**src/rtl/edge_det_pkg.sv**
```systemverilog
// Shared types and helpers for the multi-channel edge detector.
package edge_det_pkg;

  typedef enum logic [1:0] {
    MODE_OFF  = 2'b00,
    MODE_RISE = 2'b01,
    MODE_FALL = 2'b10,
    MODE_BOTH = 2'b11
  } edge_mode_e;

  // Width of a counter that must hold values 0..cycles.
  function automatic int cnt_width(input int cycles);
    return (cycles < 1) ? 1 : $clog2(cycles + 1);
  endfunction

endpackage

```
**src/rtl/edge_det_channel.sv**
```systemverilog
// One channel: synchroniser, debounce filter, mode-gated event pulse and sticky status flag.
module edge_det_channel
  import edge_det_pkg::*;
#(
  parameter int SYNC_STAGES     = 2,
  parameter int DEBOUNCE_CYCLES = 4
) (
  input  logic       clk,
  input  logic       reset,
  input  logic       din,
  input  edge_mode_e mode,
  input  logic       evt_clear,
  output logic       level,
  output logic       pulse,
  output logic       evt_status
);

  localparam int CNT_W = cnt_width(DEBOUNCE_CYCLES);
  localparam logic [CNT_W-1:0] CNT_LAST = CNT_W'(DEBOUNCE_CYCLES - 1);

  logic [SYNC_STAGES-1:0] sync_q;
  logic [CNT_W-1:0]       cnt_q;
  logic                   s;
  logic                   update;
  logic                   want_edge;

  assign s         = sync_q[SYNC_STAGES-1];
  assign update    = (s != level) && (cnt_q == CNT_LAST);
  assign want_edge = (s & mode[0]) | (~s & mode[1]);

  always_ff @(posedge clk or posedge reset) begin
    if (reset) begin
      sync_q     <= '0;
      cnt_q      <= '0;
      level      <= 1'b0;
      pulse      <= 1'b0;
      evt_status <= 1'b0;
    end else begin
      sync_q <= {sync_q[SYNC_STAGES-2:0], din};
      // Any return to the accepted level restarts the persistence count.
      if (s == level) begin
        cnt_q <= '0;
      end else if (update) begin
        level <= s;
        cnt_q <= '0;
      end else begin
        cnt_q <= cnt_q + 1'b1;
      end
      pulse      <= update & want_edge;
      // A new pulse wins over a simultaneous clear so no event is lost.
      evt_status <= pulse | (evt_status & ~evt_clear);
    end
  end

endmodule

```
**src/rtl/multi_edge_detector.sv**
```systemverilog
// Multi-channel edge detector: per-channel filters plus a registered, masked interrupt request.
module multi_edge_detector
  import edge_det_pkg::*;
#(
  parameter int CHANNELS        = 8,
  parameter int SYNC_STAGES     = 2,
  parameter int DEBOUNCE_CYCLES = 4
) (
  input  logic                  clk,
  input  logic                  reset,
  input  logic [CHANNELS-1:0]   din,
  input  logic [2*CHANNELS-1:0] mode,
  input  logic [CHANNELS-1:0]   irq_en,
  input  logic [CHANNELS-1:0]   evt_clear,
  output logic [CHANNELS-1:0]   level,
  output logic [CHANNELS-1:0]   pulse,
  output logic [CHANNELS-1:0]   evt_status,
  output logic                  irq
);

  for (genvar i = 0; i < CHANNELS; i++) begin : g_ch
    edge_det_channel #(
      .SYNC_STAGES    (SYNC_STAGES),
      .DEBOUNCE_CYCLES(DEBOUNCE_CYCLES)
    ) u_ch (
      .clk       (clk),
      .reset     (reset),
      .din       (din[i]),
      .mode      (edge_mode_e'(mode[2*i +: 2])),
      .evt_clear (evt_clear[i]),
      .level     (level[i]),
      .pulse     (pulse[i]),
      .evt_status(evt_status[i])
    );
  end

  always_ff @(posedge clk or posedge reset) begin
    if (reset) irq <= 1'b0;
    else       irq <= |(evt_status & irq_en);
  end

endmodule
```
**config.mk**
```make
export PLATFORM = sky130hd
export DESIGN_NAME = multi_edge_detector
export DESIGN_NICKNAME = d
export VERILOG_FILES = /design/src/rtl/edge_det_pkg.sv /design/src/rtl/edge_det_channel.sv /design/src/rtl/multi_edge_detector.sv
export SDC_FILE = /design/constraint.sdc
export NUM_CORES = 1
export LEC_CHECK = 0
export BUFFER_PORTS_ARGS = -buffer_cell sky130_fd_sc_hd__buf_4
export CAP_MARGIN = 10
export CORE_MARGIN = 2
export CORE_UTILIZATION = 30
export CTS_BUF_LIST = sky130_fd_sc_hd__clkbuf_8
export CTS_CLUSTER_DIAMETER = 150
export CTS_CLUSTER_SIZE = 10
export DETAILED_ROUTE_END_ITERATION = 7
export GPL_TIMING_DRIVEN = 0
export PLACE_DENSITY_LB_ADDON = 0.15
export SYNTH_ARGS = -nofsm -noshare
export SYNTH_HDL_FRONTEND = slang
export SYNTH_SLANG_ARGS = --single-unit
export TNS_END_PERCENT = 20
```
**constraint.sdc**
```tcl
create_clock -name clk -period 2.84 [get_ports clk]
set_clock_uncertainty 0.2 [all_clocks]
set_input_delay 0.284 -clock clk [delete_from_list [all_inputs] [get_ports clk]]
set_output_delay 0.284 -clock clk [all_outputs]
set_load 0.02 [all_outputs]
```
* Word level (Yosys, flattened, before mapping)
Cells that the tools add are included.
** Operators by class
- Add/sub/neg operators :: 8
- Equal/unequal tests :: 24
- Muxes and demuxes :: 16
- Bitwise gates (word level) :: 73
- Reductions and logical operators :: 17
** Operator list (count)
- $mux 3 :: 16
- $and 1x1->1 :: 32
- $add 3x1->3 const B :: 8
- $eq 3x2->1 const B :: 8
- $not 1->1 :: 24
- $or 1x1->1 :: 16
- $reduce_and 2->1 :: 8
- $and 8x8->8 :: 1
- $eq 1x1->1 :: 8
- $logic_and 1x1->1 :: 8
- $ne 1x1->1 :: 8
- $reduce_or 8->1 :: 1
** Word-level totals
- Flip-flop bits (word level) :: 65
- Input bits :: 42
- Output and inout port bits :: 25
- Word-level logic and storage cells :: 179

* Logic depth before layout (Yosys ltp)
Gate-level depths: netlist (run 1).
- Depth after elaboration :: 4
- Depth in mapped cells :: 3
- Gate-level depth less buffers :: 3

* Modules after synthesis
Synthesis (run 1) repeated with hierarchy kept, for this count alone.
** Second synthesis, totals
- Cell total of the unflattened synthesis :: 183
- Area total of the unflattened synthesis :: 2507.4 um^2
** Modules (own cells, without submodules)
- edge_det_channel :: times used 8, cells an instance 22, area an instance 305.3 um^2, seq. area each 200.2 um^2
- multi_edge_detector :: times used 1, cells an instance 7, area an instance 65.1 um^2, seq. area each 25.0 um^2

* Worst setup path after synthesis (run 1)
OpenSTA, ideal clock, no wires.
- Path type :: register to register
- Start point :: register g_ch[0].u_ch.cnt_q[0]
- End point :: register g_ch[0].u_ch.level
- Setup time :: 0.125 ns
- Data arrival time :: 1.000 ns
- Data required time :: 2.515 ns
- Slack :: 1.515 ns
- Cell stages (with the launch flop) :: 4
- Buffers on the path :: 0
- Clock period less this slack :: 1.325 ns
- Path through :: dfrtp_1 -> ha_1 -> nor2b_4 -> mux2_2
** On the way
- Longest elaborated chain between the ends :: 3
** RTL lines
- from (decl) :: RTL line edge_det_channel.sv:22 : logic [CNT_W-1:0] cnt_q;
- from (signal assigned) :: RTL line edge_det_channel.sv:47 : cnt_q <= cnt_q + 1'b1;
- $eq 3x2->1 :: RTL line edge_det_channel.sv:28 : assign update = (s != level) && (cnt_q == CNT_LAST);
- $logic_and 1x1->1 :: RTL line edge_det_channel.sv:28
- $reduce_and 2->1 (no line)
- to (signal assigned) :: RTL line edge_det_channel.sv:44 : level <= s;
- to (decl) :: RTL line edge_det_channel.sv:13 : output logic level,
Every way passes these cells.
A chain may end at the register's enable or synchronous reset.

* Worst setup path after layout (run 1)
- Start point :: input port irq_en[3]
- End point :: register irq
** On the way
- Longest elaborated chain between the ends :: 2
** RTL lines
- from (decl) :: RTL line multi_edge_detector.sv:13 : input logic [CHANNELS-1:0] irq_en,
- $and 8x8->8 :: RTL line multi_edge_detector.sv:39 : else irq <= |(evt_status & irq_en);
- $reduce_or 8->1 :: RTL line multi_edge_detector.sv:39
- to (signal assigned) :: RTL line multi_edge_detector.sv:39
- to (decl) :: RTL line multi_edge_detector.sv:18 : output logic irq
Every way passes these cells.

==> results of run 1 <==
## stage by stage
| step | utilization [%] | power, mW | setup TNS, ns | cell area (um^2) |
|---|---|---|---|---|
| 4_1_cts | 42.0 | 2.98 | 0 | 3660 |
| 3_5_place_dp | 38.1 | 2.15 | 0 | 3320 |
| 2_1_floorplan | - | 1.87 | 0 | 2690 |
| 5_1_grt | 42.0 | 3.12 | 0 | 3660 |
| 3_3_place_gp | 38.1 | 2.13 | -12.83 | 3320 |
| 6_report | 42.0 | 2.92 | 0 | 3660 |
## power by group through the flow
| stage | clock [mW] | sequential [mW] | combinational (mW) |
|---|---|---|---|
| floorplan | 0 | 1.25 | 0.621 |
| global placement | 0 | 1.27 | 0.858 |
| detailed placement | 0 | 1.28 | 0.871 |
| CTS | 0.821 | 1.26 | 0.896 |
| global route | 0.864 | 1.29 | 0.972 |
| finish | 0.785 | 1.26 | 0.875 |
## timing repair
action / in CTS / in global routing
setup buffers: 0 / 0
endpoints found under the hold margin: 75 / 0
hold buffers: 13 / 0
endpoints found under the setup margin: 0 / 0
## registers in the layout (all words and copies together), names as in the netlist
| signal | count |
|---|---|
| g_ch.u_ch.cnt_q | 24 |
| g_ch.u_ch.evt_status | 8 |
| g_ch.u_ch.level | 8 |
| g_ch.u_ch.pulse | 8 |
| g_ch.u_ch.sync_q | 16 |
| irq | 1 |
## per-layer routing
metal / up-vias / track usage (%)
met1: 795 / 12.3
met2: 46 / 15.7
met3: 7 / 4.18
met5: - / 0
met4: 0 / 4.43
li1: 806 / -
## worst min path at each step
| stage | startpoint | to | slack [ns] | depth (start not counted) |
|---|---|---|---|---|
| 2_1_floorplan | din[0] | g_ch[0].u_ch.sync_q[0] | 0.12 | 0 |
| 3_3_place_gp | g_ch[5].u_ch.sync_q[0] | g_ch[5].u_ch.sync_q[1] | 0.13 | 0 |
| 3_5_place_dp | g_ch[1].u_ch.sync_q[0] | g_ch[1].u_ch.sync_q[1] | 0.14 | 0 |
| 4_1_cts | evt_clear[7] | g_ch[7].u_ch.evt_status | 0.0008 | 3 |
| 5_1_grt | evt_clear[2] | g_ch[2].u_ch.evt_status | 0.0005 | 3 |
| 6_report | evt_clear[7] | g_ch[7].u_ch.evt_status | 0.02 | 3 |
## worst register-to-register path, cell delays in order (launching register included)
cell and delay (ns):
dfrtp_1 0.39, a22oi_1 0.19, dlygate4sd3_1 0.58, nand4_1 0.07, dlygate4sd3_1 0.56
## cells in the mapped netlist
cell type  count  area share, %
xnor2_1        8            2.6
nor3b_2        5            2.3
ha_1           8            3.7
nand3b_1      16            4.5
buf_4         24            6.7
a21o_1         8            2.2
nor3b_1        6            1.7
mux2_2         8            3.3
a22oi_1        4            1.1
inv_1          9            1.3
nor2b_1        5            1.2
nor2b_4        8            4.1
nand4_1        1           0.23
a21boi_0       8            2.2
nor3_1         3           0.56
nor3_2         5            1.9
dfrtp_1       65             60
## cells by family (layout without fill, tap and decap cells)
logic type                 Yosys count  count (layout)
AOI/OAI and AO/OA                   20              20
xor gates and xnor gates             8               8
adders and majority gates            8               8
buffers and inverters               33             128
DFF                                 65              65
muxes                                8               8
and+or+nand+nor                     49              49
## final cells by class
| cell class | instances | area, um^2 | share of cell area [%] |
|---|---|---|---|
| clock inverters | 7 | 80.1 | 2.19 |
| multi-input cells | 93 | 851 | 23.3 |
| clock buffers | 9 | 124 | 3.39 |
| flip-flops and latches | 65 | 1630 | 44.5 |
| inverters | 9 | 36.3 | 0.992 |
| repair buffers | 79 | 626 | 17.1 |
| plain buffers | 24 | 180 | 4.92 |
| well taps | 108 | 135 | 3.69 |
==> results.md, run 1 <==
* DRC at 0
* WP buf/inv at 4
* Initial Util at a little under a third
* Cells on worst reg2reg path at 4
* Dpl ws at 1.44 ns
* Crit path from: irq_en[3]
* Shortest period the worst path allows at around 2.3 ns
* Max-slew violations at 0
* Critical-path cell list: dlygate4sd3_1 > buf_4 > a22oi_1 > dlygate4sd3_1 > nand4_1 > dlygate4sd3_1
* Compound-Gate Fraction of Synth Area at 5.58%
* Sw frac at a little under a third
* Vias at 1654
* Crit-path max FO at 1
* Row count at 34
* Non-Filler Instances at about 390
* VDD IR max at slightly above 0.3 mV
* Met3 WL at between 200 and 300 um
* Longest Clk Path Bufs at 2
* Core area at about 8700 um^2
* Tcrit/Tclk final at between 70% and 80%
* # IOs at 67
* Slowest cell on crit path: dlygate4sd3_1
* Sink Count at 65
* Wire length on met1 at about 2000 um
* # fillers at approximately 820
* Share of layout cells above drive strength 1 at a little under half
* Sequential area share after synthesis at approximately three fifths
* Largest family of logic cells by synthesized area: simple AND/OR/NAND/NOR gates
* Drt pass-1 iters at 4
* Final GP Congestion at ~0.68
* Most frequent cells in the layout: buf_4 (90), dfrtp_1 (65), nand3b_1 (16)
* CTS resizes at 0
* Worst r2r src: g_ch[0].u_ch.evt_status
* Mapped Cells at 191
* Routed WL at around 4400 um
* Clk_lat worst skew at approximately 0.34 ns
* Max frequency at approximately 440 MHz
* Clock network power share at between 20% and 30%
* Yosys warns at 0
* Combinational Power Share at between 30% and 40%
* Sw power at approximately 0.9 mW
* H-tree depth at 3
* Levels on crit path at 6
* Rel. slew slack at ~48%
* Worst min-delay path class: input port to flip-flop
* HPWL after DPL at 3180 um
* Initial antenna violation count at 0
* Average cell area after synthesis at approximately 14 um^2
* Most common cell after layout, fill and taps aside: buf_4
* DRT iter0 DRCs at 17
* Mapped cell area at about 2700 um^2
* Int Pwr at 2.04 mW
* Antenna cells at 0
* RSZ-0062 raised after global routing: no
* DIE AREA at a little under 10000 um^2
* Worst-path clk slew at roughly 0.070 ns
* Worst slew pin tran at 0.781 ns
* Reg2Reg Setup Slack at 0.75 ns
* Vias/cell at between 4 and 5
* Seq pwr share at 43.1%
* Fin. Hold Viols at 0
* Layout area overhead at 35.9%
* Crit end category: flip-flop
* Critical path type: input port to flip-flop
* Post-Syn Nets at between 200 and 250
* Mux cell area share after synthesis at under 10%
* Synth Area in XOR/XNOR at under 10%
* Status: complete, no violations
* Final #Nets at 331
* Synth unique cells at 17
* Pin count of the biggest net entering global routing at 66
* Pwr dens at between 700 and 800 nW/um^2
* GRT Util Overall at 10.1%
* Capturing point of the worst reg2reg path: irq
* CTS tree: built
* Placed insts at 365
* Static Leakage at approximately 1.8 nW
* CP Launch Type: input port
* Die Span X at 98.7 um
* Synth Register Bits at 65
* Adder-Cell Fraction of Synth Area at ~3.7%
* Final WS setup at approximately 0.58 ns
* Root buffer cell: clkbuf_8
* Wire length on met2 at 2070 um
* Min Hold Slack at approximately 0.021 ns
* Die Y at ~99 um
* Drt wl/cell at between 10 and 15 um
* Max-cap viol count at 0
* Antenna viol nets, final at 0
* Critical path's largest stage delay at 0.58 ns
* CTS buffer count at 9
* Worst setup path endpoint: irq
* GRT Residual Overflow at 0
* Arrival time of the worst setup path at approximately 2.3 ns
* Req. time, crit path at about 2.9 ns
* Vias in the first global route at ~1700
* I/O Buffers at 66
* DR top layer: met4
* Cell mode on critical path: dlygate4sd3_1
* Simple-gate area share of the yosys netlist at between 15 and 20%
* CP delay by family, top: buffers and inverters
* Final setup fails at 0
* First-pass GRT wire length at 7720 um
No activity file was read; power rests on OpenSTA's default activity.
==> run 2: changes to the inputs <==
- clock period: 2.84 -> 2.2 ns (I/O delays scaled with it)
==> run 2 against run 1 <==
Compared with the run above: global-route usage grew 0.32 points; cell count grew 5.6%; sequential power grew 29%; die area is the same; wire length grew 2.6%; final area grew 6.0%; sequential share of layout area shrank 2.5 points; hold slack gained 0.13 ns; register-to-register slack lost 0.33 ns; combinational power grew 33%; clock power grew 29%; critical path type is now flip-flop to flip-flop.
==> results.md, run 2 (synthesized netlist as in run 1, its figures left out) <==
* Layout area overhead at 44.1%
* Max frequency at 561 MHz
* Regs by FF count: g_ch.u_ch.cnt_q: 24 flops, g_ch.u_ch.sync_q: 16 flops
* Vias in the first global route at 1756 (+4.4%)
* First-pass GRT wire length at 8010 um (+3.7%)
* CTS resizes at 0 (unchanged)
* Drt pass-1 iters at 4 (unchanged)
* Initial antenna violation count at 0 (unchanged)
* Final GP Congestion at 0.676 (unchanged)
* Util after Layout at 44.5% (+2.5 points)
* Static Leakage at 1.94 nW (+6.4%)
* Dpl ws at 0.800 ns (-0.640 ns)
* Most common cell after layout, fill and taps aside: buf_4
* Share of layout cells above drive strength 1 at 43.2% (-3.3 points)
* CTS buffer count at 9 (unchanged)
* Pwr dens at 979 nW/um^2 (+23%)
* Crit-path max FO at 3 (+2)
* Shortest period the worst path allows at between 1.5 and 2 ns
* Arrival time of the worst setup path at 1.86 ns (-0.42 ns)
* Antenna viol nets, final at 0 (unchanged)
* CTS tree: built
* I/O Buffers at 66 (unchanged)
* Vias/cell at 4.17 (-0.65%)
* Final #Nets at 353 (+6.6%)
* Reg2Reg Setup Slack at 0.42 ns (-0.33 ns)
* Final WS setup at 0.419 ns (-0.162 ns)
* Drt wl/cell at 10.9 um (-2.8%)
* Most frequent cells in the layout: buf_4 (90), dfrtp_1 (65), dlygate4sd3_1 (35)
* CP Launch Type: flip-flop
* DIE AREA at 9740 um^2 (unchanged)
* Worst min-delay path class: flip-flop to flip-flop
* Row count at 34 (unchanged)
* Final setup fails at 0 (unchanged)
* Worst slew pin tran at 0.781 ns (+0.000169 ns)
* Tcrit/Tclk final at 81.0%
* Die Span X at 98.7 um (unchanged)
* Routed WL at 4550 um (+2.6%)
* Vias at 1735 (+4.9%)
* Req. time, crit path at 2.28 ns (-0.58 ns)
* # IOs at 67 (unchanged)
* Total negative setup slack at 0 ns (unchanged)
* Crit end category: flip-flop
* Initial Util at 30.9% (unchanged)
* GRT Util Overall at 10.4% (+0.32 points)
* Status: complete, no violations
* Longest Clk Path Bufs at 2 (unchanged)
* VDD IR max at 0.390 mV (+29%)
* RSZ-0062 raised after global routing: no
* Die Y at 98.7 um (unchanged)
* Worst-path clk slew at 0.08 ns (about the same)
* Fin. Hold Viols at 0 (unchanged)
* Max-cap viol count at 0 (unchanged)
* HPWL after DPL at 3180 um (unchanged)
* Rel. slew slack at 47.9% (about the same)
* Root buffer cell: clkbuf_8
* Sink Count at 65 (unchanged)
* Max-slew violations at 0 (unchanged)
* Pin count of the biggest net entering global routing at 66 (unchanged)
* Min Hold Slack at 0.151 ns (+0.130 ns)
* Largest register FFs at 24 (unchanged)
* DRT iter0 DRCs at 20 (+3)
* H-tree depth at 3 (unchanged)
* Clk_lat worst skew at 0.34 ns (about the same)
* Core area at 8720 um^2 (unchanged)
* Post-CTS setup buffers at 0 (unchanged)
* GRT Residual Overflow at 0 (unchanged)
* Critical path type: flip-flop to flip-flop
* Antenna cells at 0 (unchanged)
* Largest Register: g_ch.u_ch.cnt_q
* DRC at 0 (unchanged)
-- run 2: path summary, 6_finish.rpt --
kind                                        start                 endpoint  cells past startpoint
setup / recovery            g_ch[0].u_ch.cnt_q[0]       g_ch[0].u_ch.pulse                      4
setup reg to reg            g_ch[0].u_ch.cnt_q[0]       g_ch[0].u_ch.pulse                      4
max in group asynchronous                   reset       g_ch[1].u_ch.level                      3
min in group asynchronous                   reset  g_ch[3].u_ch.evt_status                      3
hold reg to reg            g_ch[7].u_ch.sync_q[0]   g_ch[7].u_ch.sync_q[1]                      0
hold / removal             g_ch[7].u_ch.sync_q[0]   g_ch[7].u_ch.sync_q[1]                      0
-- run 2: area by class of cell --
class	count	area, um^2
sequential	65	1630
clock inverter	7	80.1
tap	108	135
fill	812	4840
timing repair buffer	101	846
buffer	24	180
inverter	9	36.3
multi-input combinational	93	851
clock buffer	9	124
-- run 2: power by group --
part / internal (mW) / leakage (nW) / switching (mW) / total (mW)
combinational: 0.686 / 1.01 / 0.474 / 1.16
sequential: 1.44 / 0.836 / 0.186 / 1.62
clock: 0.532 / 0.0960 / 0.482 / 1.01
-- run 2: worst max-delay path, stage by stage (launching register included) --
cell and delay [ns]:
dfrtp_1 0.37, ha_1 0.20, nor2b_4 0.19, a21boi_0 0.19
dlygate4sd3_1 0.58
-- run 2: routing by layer --
layer  vias to the layer above  global-route usage, %  part of all wire, %  routed length [um]
met5                         -                      0                    0                   0
met4                         0                   4.43                  1.7                  79
met3                         8                   4.11                  5.9                 270
met2                        46                   16.3                   47                2140
met1                       831                   12.8                   45                2060
li1                        850                      -                    -                   -
-- run 2: metrics by stage --
stage / instance area (um^2) / cells / power [mW]
after floorplan: 2690 / 191 / 2.42
after global placement: 3320 / 365 / 2.75
after detailed placement: 3320 / 365 / 2.77
after CTS: 3890 / 417 / 3.87
after global routing: 3880 / 416 / 4.06
final: 3880 / 416 / 3.80
-- run 2: timing repair --
item / in CTS / in global routing
setup endpoints to repair: 0 / 1
hold buffers: 36 / 0
endpoints found under the hold margin: 90 / 0
